`config.mk`:
```
export PLATFORM = sky130hd
export DESIGN_NAME = packet_sender_flat
export DESIGN_NICKNAME = d
export VERILOG_FILES = /design/src/rtl/packet_sender_if.sv /design/src/rtl/packet_sender.sv /design/src/flat_wrapper.sv
export SDC_FILE = /design/constraint.sdc
export NUM_CORES = 1
export LEC_CHECK = 0
export ABC_AREA = 1
export BUFFER_PORTS_ARGS = -buffer_cell sky130_fd_sc_hd__clkbuf_2
export CELL_PAD_IN_SITES_DETAIL_PLACEMENT = 0
export CELL_PAD_IN_SITES_GLOBAL_PLACEMENT = 1
export CORE_ASPECT_RATIO = 1.1
export CORE_MARGIN = 2
export CORE_UTILIZATION = 34
export CTS_BUF_LIST = sky130_fd_sc_hd__clkbuf_16
export DETAILED_ROUTE_END_ITERATION = 6
export GPL_TIMING_DRIVEN = 0
export PLACE_DENSITY_LB_ADDON = 0.1
export SLEW_MARGIN = 0
export SYNTH_ARGS = -nofsm -noshare
export SYNTH_HDL_FRONTEND = slang
export SYNTH_SLANG_ARGS = --single-unit
```
`constraint.sdc`:
```
create_clock -name i_clk_50m -period 5.6 [get_ports i_clk_50m]
set_input_delay 0.84 -clock i_clk_50m [delete_from_list [all_inputs] [get_ports i_clk_50m]]
set_output_delay 0.84 -clock i_clk_50m [all_outputs]
set_load 0.005 [all_outputs]
```
`src/rtl/packet_sender_if.sv`:
```
// Byte-stream handshake between packet_sender and the network TX FIFO.
`timescale 1ns/1ps
interface packet_sender_if;
  logic [7:0] o_tx_data;
  logic       o_tx_valid;
  logic       i_tx_ready;
  logic       o_tx_sof;
  logic       o_tx_eof;

  modport master (
    output o_tx_data,
    output o_tx_valid,
    output o_tx_sof,
    output o_tx_eof,
    input  i_tx_ready
  );

  modport slave (
    input  o_tx_data,
    input  o_tx_valid,
    input  o_tx_sof,
    input  o_tx_eof,
    output i_tx_ready
  );
endinterface

```
`src/rtl/packet_sender.sv`:
```
// Frames a completed ping-pong RAM packet as sync + header + payload + XOR
// checksum and streams it one byte at a time over a valid/ready interface.
`timescale 1ns/1ps
module packet_sender #(
  parameter logic [7:0]  SYNC0      = 8'hAA,
  parameter logic [7:0]  SYNC1      = 8'h55,
  parameter logic [15:0] MAX_POINTS = 16'd256
) (
  input  logic        i_clk_50m,
  input  logic        i_rst_n,
  input  logic        i_packet_make,
  input  logic        i_packet_pingpang,
  input  logic [15:0] i_packet_points,
  input  logic [15:0] i_scan_counter,
  input  logic [7:0]  i_telegram_no,
  input  logic [15:0] i_first_angle,
  output logic [10:0] o_ram_rdaddr,
  input  logic [7:0]  i_ram_rddata,
  packet_sender_if.master tx,
  output logic        o_busy,
  output logic [7:0]  o_overrun_cnt,
  output logic        o_len_error
);

  typedef enum logic [2:0] {IDLE, HDR, FETCH, PAYLOAD, CKSUM} state_t;

  state_t      state;
  logic        bank;
  logic [15:0] points;
  logic [15:0] scan;
  logic [7:0]  telegram;
  logic [15:0] angle;
  logic [3:0]  hdr_idx;
  logic [9:0]  byte_index;
  logic [9:0]  last_index;
  logic [7:0]  cksum;

  logic       accept;
  logic       len_ok;
  logic [9:0] last_calc;

  assign accept = tx.o_tx_valid && tx.i_tx_ready;
  assign len_ok = (i_packet_points != 16'd0) && (i_packet_points <= MAX_POINTS);
  // Index of the last payload byte, 4*points-1; points of 256 wraps the low byte to 0 on purpose.
  assign last_calc = {i_packet_points[7:0] - 8'd1, 2'b11};

  function automatic logic [7:0] hdr_byte(input logic [3:0] idx);
    case (idx)
      4'd1:    hdr_byte = SYNC1;
      4'd2:    hdr_byte = scan[15:8];
      4'd3:    hdr_byte = scan[7:0];
      4'd4:    hdr_byte = telegram;
      4'd5:    hdr_byte = angle[15:8];
      4'd6:    hdr_byte = angle[7:0];
      4'd7:    hdr_byte = points[15:8];
      4'd8:    hdr_byte = points[7:0];
      default: hdr_byte = SYNC0;
    endcase
  endfunction

  always_ff @(posedge i_clk_50m or negedge i_rst_n) begin
    if (!i_rst_n) begin
      state         <= IDLE;
      bank          <= 1'b0;
      points        <= '0;
      scan          <= '0;
      telegram      <= '0;
      angle         <= '0;
      hdr_idx       <= '0;
      byte_index    <= '0;
      last_index    <= '0;
      cksum         <= '0;
      o_ram_rdaddr  <= '0;
      tx.o_tx_data  <= '0;
      tx.o_tx_valid <= 1'b0;
      tx.o_tx_sof   <= 1'b0;
      tx.o_tx_eof   <= 1'b0;
      o_busy        <= 1'b0;
      o_overrun_cnt <= '0;
      o_len_error   <= 1'b0;
    end else begin
      o_len_error <= 1'b0;

      // A request arriving while busy, including on the final checksum accept, is dropped.
      if (i_packet_make && o_busy && (o_overrun_cnt != 8'hFF)) begin
        o_overrun_cnt <= o_overrun_cnt + 8'd1;
      end

      case (state)
        IDLE: begin
          if (i_packet_make) begin
            if (len_ok) begin
              bank          <= i_packet_pingpang;
              points        <= i_packet_points;
              scan          <= i_scan_counter;
              telegram      <= i_telegram_no;
              angle         <= i_first_angle;
              last_index    <= last_calc;
              hdr_idx       <= '0;
              byte_index    <= '0;
              cksum         <= '0;
              o_ram_rdaddr  <= {i_packet_pingpang, 10'd0};
              tx.o_tx_data  <= SYNC0;
              tx.o_tx_valid <= 1'b1;
              tx.o_tx_sof   <= 1'b1;
              o_busy        <= 1'b1;
              state         <= HDR;
            end else begin
              o_len_error <= 1'b1;
            end
          end
        end

        HDR: begin
          if (accept) begin
            tx.o_tx_sof <= 1'b0;
            if (hdr_idx >= 4'd2) begin
              cksum <= cksum ^ tx.o_tx_data;
            end
            if (hdr_idx == 4'd8) begin
              tx.o_tx_valid <= 1'b0;
              state         <= FETCH;
            end else begin
              hdr_idx      <= hdr_idx + 4'd1;
              tx.o_tx_data <= hdr_byte(hdr_idx + 4'd1);
            end
          end
        end

        // The address has been on the RAM for this whole cycle, so its data is sampled now.
        FETCH: begin
          tx.o_tx_data  <= i_ram_rddata;
          tx.o_tx_valid <= 1'b1;
          state         <= PAYLOAD;
        end

        PAYLOAD: begin
          if (accept) begin
            cksum <= cksum ^ tx.o_tx_data;
            if (byte_index == last_index) begin
              tx.o_tx_data <= cksum ^ tx.o_tx_data;
              tx.o_tx_eof  <= 1'b1;
              state        <= CKSUM;
            end else begin
              byte_index    <= byte_index + 10'd1;
              o_ram_rdaddr  <= {bank, byte_index + 10'd1};
              tx.o_tx_valid <= 1'b0;
              state         <= FETCH;
            end
          end
        end

        CKSUM: begin
          if (accept) begin
            tx.o_tx_valid <= 1'b0;
            tx.o_tx_eof   <= 1'b0;
            o_busy        <= 1'b0;
            state         <= IDLE;
          end
        end

        default: state <= IDLE;
      endcase
    end
  end

endmodule

```
`src/flat_wrapper.sv`:
```
// flat-port wrapper written by rule: the top's interface ports become plain ports
module packet_sender_flat 
#(
  parameter logic [7:0]  SYNC0      = 8'hAA,
  parameter logic [7:0]  SYNC1      = 8'h55,
  parameter logic [15:0] MAX_POINTS = 16'd256
)
  (i_clk_50m, i_rst_n, i_packet_make, i_packet_pingpang, i_packet_points, i_scan_counter, i_telegram_no, i_first_angle, o_ram_rdaddr, i_ram_rddata, o_busy, o_overrun_cnt, o_len_error, tx_o_tx_data, tx_o_tx_valid, tx_o_tx_sof, tx_o_tx_eof, tx_i_tx_ready);
  packet_sender_if tx_i ();
  input  logic i_clk_50m;
  input  logic i_rst_n;
  input  logic i_packet_make;
  input  logic i_packet_pingpang;
  input  logic [15:0] i_packet_points;
  input  logic [15:0] i_scan_counter;
  input  logic [7:0] i_telegram_no;
  input  logic [15:0] i_first_angle;
  output logic [10:0] o_ram_rdaddr;
  input  logic [7:0] i_ram_rddata;
  output logic o_busy;
  output logic [7:0] o_overrun_cnt;
  output logic o_len_error;
  output wire logic [$bits(tx_i.o_tx_data)-1:0] tx_o_tx_data;
  output wire logic [$bits(tx_i.o_tx_valid)-1:0] tx_o_tx_valid;
  output wire logic [$bits(tx_i.o_tx_sof)-1:0] tx_o_tx_sof;
  output wire logic [$bits(tx_i.o_tx_eof)-1:0] tx_o_tx_eof;
  input wire logic [$bits(tx_i.i_tx_ready)-1:0] tx_i_tx_ready;
  assign tx_o_tx_data = tx_i.o_tx_data;
  assign tx_o_tx_valid = tx_i.o_tx_valid;
  assign tx_o_tx_sof = tx_i.o_tx_sof;
  assign tx_o_tx_eof = tx_i.o_tx_eof;
  assign tx_i.i_tx_ready = tx_i_tx_ready;
  packet_sender #(.SYNC0(SYNC0), .SYNC1(SYNC1), .MAX_POINTS(MAX_POINTS)) u_core (.i_clk_50m(i_clk_50m), .i_rst_n(i_rst_n), .i_packet_make(i_packet_make), .i_packet_pingpang(i_packet_pingpang), .i_packet_points(i_packet_points), .i_scan_counter(i_scan_counter), .i_telegram_no(i_telegram_no), .i_first_angle(i_first_angle), .o_ram_rdaddr(o_ram_rdaddr), .i_ram_rddata(i_ram_rddata), .tx(tx_i), .o_busy(o_busy), .o_overrun_cnt(o_overrun_cnt), .o_len_error(o_len_error));
endmodule
```
==> results of run 1 <==
[state kept, by name, summed over array words and instances (netlist names)]
register,count
u_core.angle,16
u_core.points,16
u_core.scan,16
u_core.byte_index,9
u_core.last_index,9
u_core.cksum,8
u_core.o_overrun_cnt,8
u_core.telegram,8
u_core.tx.o_tx_data,8
u_core.hdr_idx,4
u_core.state,3
u_core.o_ram_rdaddr,2
u_core.bank,1
u_core.o_busy,1
u_core.o_len_error,1
u_core.tx.o_tx_eof,1
u_core.tx.o_tx_sof,1
u_core.tx.o_tx_valid,1
[worst min-delay path by stage]
stage                                                   to  cells after the start                           from
final                     u_core.byte_index[3]$_DFFE_PN0P_                      1                        i_rst_n
after global routing      u_core.byte_index[3]$_DFFE_PN0P_                      1                        i_rst_n
after CTS                 u_core.byte_index[3]$_DFFE_PN0P_                      1                        i_rst_n
after detailed placement     u_core.points[11]$_DFFE_PN0P_                      2  u_core.points[11]$_DFFE_PN0P_
after global placement       u_core.points[13]$_DFFE_PN0P_                      2  u_core.points[13]$_DFFE_PN0P_
after floorplan              u_core.points[10]$_DFFE_PN0P_                      2  u_core.points[10]$_DFFE_PN0P_
[power groups by stage]
stage	logic [mW]	registers (mW)	clock network (mW)
floorplan	0.660	1.03	0
global placement	0.968	1.05	0
detailed placement	0.974	1.06	0
CTS	0.980	1.04	1.13
global route	1.11	1.06	1.17
finish	0.975	1.04	1.11
[cell families (layout without fill, tap and decap cells)]
kind of cell | after synthesis | after routing | share of synthesized area, %
AND/OR/NAND/NOR | 478 | 478 | 34.0
buffers and inverters | 91 | 223 | 6.19
flip-flops | 113 | 113 | 46.8
AO/OA/AOI/OAI | 73 | 73 | 6.53
XOR/XNOR | 30 | 30 | 4.35
adder cells (fa/ha/maj) | 10 | 10 | 2.07
[cell usage in the layout (no fill, tap or decap), types with 3 or more instances in the layout]
cell type	count
o211ai_1	4
xnor2_1	17
xor2_1	13
clkinv_1	4
nand4_1	40
inv_1	59
o21ai_0	47
nand2_2	5
clkbuf_16	17
nor2_1	68
buf_1	4
a21oi_1	11
o21ai_1	5
nand2_1	295
or2_2	5
nand3_1	48
bufinv_16	4
clkbuf_2	99
buf_2	8
buf_6	3
clkinv_2	3
ha_1	10
nor3_1	8
inv_2	3
clkbuf_1	14
clkinvlp_4	3
dfrtp_1	113
[metal layers]
layer / part of all wire [%] / wire length [um] / track usage (%) / up-vias
met5: 0 / 0 / 0 / -
met4: 1.2 / 212 / 6.38 / 0
met3: 3.2 / 564 / 3.83 / 16
met2: 48 / 8440 / 32.3 / 122
met1: 47 / 8200 / 26.6 / 2549
li1: - / - / - / 2793
[through the flow]
step	util, %	hold WS (ns)	instance area, um2	worst slack, ns
after global placement	39.0	0.450	6840	1.92
after detailed placement	39.2	0.455	6870	2.83
after floorplan	-	0.437	6040	3.42
after CTS	42.6	0.312	7470	3.26
final	42.6	0.319	7470	3.26
after global routing	42.6	0.322	7470	2.98
[worst max-delay path, stage by stage (launching register included)]
cell     delay, ns
dfrtp_1       0.52
ha_1          0.20
buf_1         0.39
inv_1         0.08
nor2_1        0.39
nand3_1       0.13
nand2_1       0.13
nor2_1        0.05
nand2_1       0.10
nand2_1       0.10
nand2_1       0.07
nand2_1       0.05
nand2_1       0.05
[final cells by class]
| cell class | instances | area (um2) |
|---|---|---|
| inverter | 62 | 233 |
| clock buffer | 17 | 425 |
| timing repair buffer | 101 | 537 |
| sequential | 113 | 2830 |
| buffer | 29 | 141 |
| multi-input combinational | 591 | 2840 |
| tap | 238 | 298 |
| clock inverter | 14 | 173 |
| fill | 1846 | 10100 |
==> impl_metrics.csv, run 1 <==
group,metric,value,unit
run_status,status,"complete, no violations",
clocking,path_clk_slew,0.06,ns
power_and_ir_drop,pwr-share-comb,31.2,%
synthesis,seq_area_frac_synth,46.8,%
finish,syn_to_final_growth,23.7,%
worst_setup_path,cp.required,5.96,ns
floorplanning,num_io_pins,101,
sta,fin_skew,0.00800,ns
worst_setup_path,start_kind,"register",
synthesis,synthFlopType,"dfrtp_1",
worst_setup_path,crit_fanout,10,
drt,dr.pass1.iters,4,
synthesis,netlist_top_cells_count,"nand2_1 (295), dfrtp_1 (113), nor2_1 (68), inv_1 (58), nand3_1 (48)",
drt,wirelength,17400,um
clocking,clock_latency,0.42,ns
grt,antenna_found_initial,0,
grt,grt_pass1_vias,5379,
synthesis,synth_seq_cells,113,
finish,nets,994,
place,port_buffers,100,
power_and_ir_drop,swShare,36.8,%
finish,fin_cells,1165,
clocking,htree_levels,4,
sta,hold_violations,0,
grt,grt_remaining_overflow,0,
worst_setup_path,startpoint,"u_core.hdr_idx[1]$_DFFE_PN0P_",
sta,min_period_over_period,41.7,%
synthesis,synth_edf_count,0,
power_and_ir_drop,power.density,419,nW/um2
drt,drt-wirelength-per-cell,14.9,um
worst_setup_path,criticalPathCategory,"reg -> reg",
drt,antenna_left,0,
worst_setup_path,rr_startpoint,"u_core.hdr_idx[1]$_DFFE_PN0P_",
sta,slew_headroom,55.8,%
worst_setup_path,reg2reg_slack,3.26,ns
place,routabilityCongestion,0.883,
floorplanning,dieArea,18800,um2
floorplanning,initial_utilization,34.4,%
synthesis,ys_warn_count,0,
worst_setup_path,crit_end,"u_core.tx.o_tx_data[2]$_DFFE_PN0P_",
place,placed_cells,1134,
clocking,cts-root-buf,"clkbuf_16",
synthesis,synth_area_leader_cell,"dfrtp_1",
power_and_ir_drop,p_int,1.98,mW
worst_setup_path,r2r-end,"u_core.tx.o_tx_data[2]$_DFFE_PN0P_",
clocking,cts_made_buffers,17,
worst_setup_path,critPathCaptureType,"register",
power_and_ir_drop,power.switching,1.15,mW
grt,grt_pass1_wl,28600,um
clocking,cts_buffer_depth,2,
synthesis,synth_top_area_share,46.8,%
clocking,cts_hold_buf,0,
drt,vias,5480,
floorplanning,num_rows,51,
drt,drc_errors,0,
synthesis,postSynth.asyncResetShare,100,%
power_and_ir_drop,p_clk_share,35.5,%
sta,fin_crit,2.34,ns
finish,drive_above_1_share,17.5,%
floorplanning,fp.coreArea,17500,um2
floorplanning,die_w,131,um
clocking,cts_setup_buffers,0,
drt,drt_iter0_drc,268,
hold_path,min_path_type,"in -> async",
clocking,cts_resized,0,
power_and_ir_drop,total_power,3.13,mW
synthesis,synthTopCellsByArea,"dfrtp_1 (47%), nand2_1 (18%), nor2_1 (4.2%), nand4_1 (4.1%), nand3_1 (4.0%)",
sta,rsz0062_at_grt,"false",
synthesis,syn_area,6040,um2
grt,track_usage,19.9,%
finish,diodes,0,
synthesis,yosysUniqueCellTypes,33,
synthesis,yosysMostFrequentCell,"nand2_1",
floorplanning,die_h,144,um
sta,drv_slew,0,
power_and_ir_drop,irDropWorstVdd,0.243,mV
place,dp_hpwl,13100,um
worst_setup_path,worstRegToRegCells,12,
synthesis,synth_nets,874,
clocking,cts_tree,"done",
power_and_ir_drop,leakagePower,3.92,nW
grt,grt_max_degree,85,
job,drv_cap,0,
clocking,cts.sinks,113,
worst_setup_path,arrival,2.69,ns
drt,via_per_inst,4.70,
sta,setup_viol,0,
sta,tightest_slew,0.661,ns
synthesis,synth_cells,795,
power_and_ir_drop,seqPwrFrac,33.3,%
sta,max_clock_freq,0.428,GHz
synthesis,avgSynthCellArea,7.60,um2
sta,fin_setup_tns,0,ns
Power figures use the tool's default switching activity.
==> inputs of run 2 (changes only) <==
--- a/config.mk
+++ b/config.mk
@@ -5,7 +5,7 @@
 export SDC_FILE = /design/constraint.sdc
 export NUM_CORES = 1
 export LEC_CHECK = 0
-export ABC_AREA = 1
+export ABC_AREA = 0
 export BUFFER_PORTS_ARGS = -buffer_cell sky130_fd_sc_hd__clkbuf_2
 export CELL_PAD_IN_SITES_DETAIL_PLACEMENT = 0
 export CELL_PAD_IN_SITES_GLOBAL_PLACEMENT = 1
==> constraint.sdc (replaced) <==
create_clock -name i_clk_50m -period 2.15 [get_ports i_clk_50m]
set_input_delay 0.3225 -clock i_clk_50m [delete_from_list [all_inputs] [get_ports i_clk_50m]]
set_output_delay 0.3225 -clock i_clk_50m [all_outputs]
set_load 0.005 [all_outputs]
==> impl_metrics.csv, run 2 <==
group,metric,value,unit
worst_setup_path,critPathCaptureType,"register",
synthesis,synth_fa_ha_area_share,2.07,%
grt,track_usage,22.0,%
drt,drt-wirelength-per-cell,18.5,um
sta,fin_setup_tns,-1.23,ns
synthesis,synth_top_area_share,46.8,%
sta,min_period_over_period,110,%
sta,fin_crit,2.36,ns
drt,routedLengthMet1,9530,um
grt,grt_max_degree,65,
hold_path,min_to,"u_core.angle[15]$_DFFE_PN0P_",
grt,antenna_found_initial,0,
drt,antenna_left,0,
place,placed_cells,1025,
sta,slew_headroom,49.7,%
worst_setup_path,rr_startpoint,"u_core.hdr_idx[0]$_DFFE_PN0P_",
place,post_dp_cell_area,6890,um2
hold_path,min_from,"i_first_angle[15]",
clocking,cts_tree,"done",
power_and_ir_drop,power.density,1110,nW/um2
finish,final_cell_mix,"nand2_1 (186), dfrtp_1 (111), clkbuf_2 (103), nor2_1 (41), o21ai_0 (39)",
place,dp_hpwl,14600,um
hold_path,min_delay_path_depth,3,
grt,grt_pass1_vias,5564,
finish,final_common_cell,"nand2_1",
worst_setup_path,r2r-end,"u_core.tx.o_tx_data[6]$_DFFE_PN0P_",
power_and_ir_drop,total_power,9.02,mW
sta,rsz0062_at_grt,"true",
floorplanning,fp.coreArea,17500,um2
clocking,path_clk_slew,0.05,ns
finish,syn_to_final_growth,34.7,%
synthesis,synth_area_leader_cell,"dfrtp_1",
worst_setup_path,crit_fanout,10,
synthesis,synth_nets,765,
clocking,clock_latency,0.42,ns
synthesis,synthFlopType,"dfrtp_1",
synthesis,avgSynthCellArea,8.80,um2
floorplanning,die_w,131,um
synthesis,netlist_top_cells_count,"nand2_1 (187), dfrtp_1 (113), nor2_1 (41), o21ai_0 (40), nand3_1 (24)",
synthesis,synthXorXnorAreaFrac,3.92,%
synthesis,ys_warn_count,0,
sta,tightest_slew,0.747,ns
floorplanning,dieArea,18800,um2
place,dp_slack,-0.669,ns
sta,max_clock_freq,0.424,GHz
clocking,cts_buffer_depth,2,
place,routabilityCongestion,0.917,
drt,vias,5631,
worst_setup_path,cp_cell_sequence,"inv_2, ha_4, clkbuf_8, a22oi_2, a21boi_4, o22ai_2, a2111oi_2, nand4_1, a32o_1",
synthesis,synth-compound-area-share,15.8,%
drt,dr.pass1.iters,7,
floorplanning,num_rows,51,
power_and_ir_drop,irDropWorstVdd,0.623,mV
synthesis,synth_simple_gate_area_share,26.7,%
sta,fin_skew,0.0101,ns
synthesis,yosysMostFrequentCell,"nand2_1",
synthesis,synth_mux_area_share,1.47,%
power_and_ir_drop,leakagePower,3.99,nW
finish,top_regs,"u_core.angle: 16 flops, u_core.points: 16 flops, u_core.scan: 16 flops",
worst_setup_path,start_kind,"register",
run_status,status,"finished, violations left",
drt,dr_wl_met2,9140,um
clocking,htree_levels,4,
synthesis,synth_top_family_by_area,"simple AND/OR/NAND/NOR gates",
synthesis,synthTopCellsByArea,"dfrtp_1 (47%), nand2_1 (12%), o21ai_0 (3.3%), nor2_1 (2.5%), xor2_1 (2.3%)",
worst_setup_path,reg2reg_slack,-0.21,ns
drt,wl_met3,861,um
synthesis,yosysUniqueCellTypes,63,
finish,fin_cells,1080,
drt,drc_errors,0,
hold_path,min_path_type,"in -> reg",
clocking,cts_made_buffers,17,
sta,hold_violations,0,
grt,grt_remaining_overflow,0,
worst_setup_path,worstRegToRegCells,9,
synthesis,syn_area,6040,um2
synthesis,synth_edf_count,0,
sta,hold_slack,0.0929,ns
worst_setup_path,criticalPathCategory,"reg -> reg",
sta,setup_slack,-0.206,ns
worst_setup_path,arrival,2.65,ns
finish,nets,908,
sta,drv_slew,0,
finish,drive_above_1_share,30.5,%
worst_setup_path,slowest_stage,"dfrtp_2",
floorplanning,num_io_pins,101,
clocking,cts-root-buf,"clkbuf_16",
finish,diodes,0,
finish,design_area,8130,um2
drt,wirelength,20000,um
synthesis,postSynth.asyncResetShare,100,%
floorplanning,die_h,144,um
clocking,cts.sinks,113,
finish,final_util,46.4,%
place,port_buffers,100,
synthesis,synth_cells,686,
drt,top_signal_layer_used,"met4",
worst_setup_path,cp.required,2.45,ns
worst_setup_path,crit_path_max_incr_delay,0.44,ns
grt,grt_pass1_wl,31000,um
drt,drt_iter0_drc,284,
run_status,failed_checks,"setup timing",
floorplanning,initial_utilization,34.4,%
synthesis,seq_area_frac_synth,46.8,%
job,drv_cap,0,
drt,via_per_inst,5.21,
synthesis,synth_seq_cells,113,
sta,setup_viol,20,
==> run 2: changes by cell type after synthesis, sizes merged, moves of 13 or more <==
cell    before  now
a21oi       11   24
nand3       48   24
inv         61    7
nand2b       0   16
and3         0   15
nand2      302  187
nand4       40    8
nor2        72   41
==> run 2: worst max-delay path by stage <==
stage,startpoint,to,cells past startpoint
detailed placement,u_core.hdr_idx[0]$_DFFE_PN0P_,u_core.tx.o_tx_data[6]$_DFFE_PN0P_,9
global placement,i_rst_n,u_core.hdr_idx[1]$_DFFE_PN0P_,1
global route,u_core.hdr_idx[0]$_DFFE_PN0P_,u_core.tx.o_tx_data[6]$_DFFE_PN0P_,9
finish,u_core.hdr_idx[0]$_DFFE_PN0P_,u_core.tx.o_tx_data[6]$_DFFE_PN0P_,9
CTS,u_core.hdr_idx[0]$_DFFE_PN0P_,u_core.tx.o_tx_data[6]$_DFFE_PN0P_,9
floorplan,u_core.hdr_idx[1]$_DFFE_PN0P_,u_core.tx.o_tx_data[2]$_DFFE_PN0P_,8
==> run 2: critical path, delay by kind of cell (launching register included) <==
family                     cells  cell delay [ns]
adders and majority gates      1             0.19
buffers and inverters          2             0.27
DFF                            1             0.44
and+or+nand+nor                1             0.21
AOI/OAI and AO/OA              5             1.14
==> run 2: metal layers <==
layer  up-vias  GRT usage [%]
met5         -              0
met4         0           8.23
met3        31           4.10
met2       139           33.4
met1      2769           31.1
li1       2692              -
==> run 2: layout make-up <==
cell class / count / area [um2]
plain buffers: 31 / 206
clock buffers: 17 / 425
clock inverters: 15 / 169
fillers: 1712 / 9410
inverters: 7 / 26.3
multi-input cells: 531 / 3410
flip-flops and latches: 113 / 2830
well taps: 238 / 298
repair buffers: 128 / 773
==> run 2: where the power goes <==
group          internal, mW  leakage [nW]  switching [mW]  total, mW
Combinational          1.50          2.16            1.95       3.45
Clock                  1.81         0.284            1.02       2.83
Sequential             2.42          1.54           0.315       2.74
==> run 2: cells by family after synthesis <==
| family | after synthesis |
|---|---|
| AND/OR/NAND/NOR | 346 |
| AO/OA/AOI/OAI | 140 |
| flip-flops | 113 |
| buffers and inverters | 42 |
| XOR/XNOR | 27 |
| adder cells (fa/ha/maj) | 10 |
| multiplexers | 8 |
==> run 2: timing repair <==
item	4_1_cts	5_1_grt
gates resized for setup	63	37
hold buffers	1	0
setup endpoints to repair	82	88
buffers inserted	15	11
pin swaps	15	18
endpoints found under the hold margin	49	0
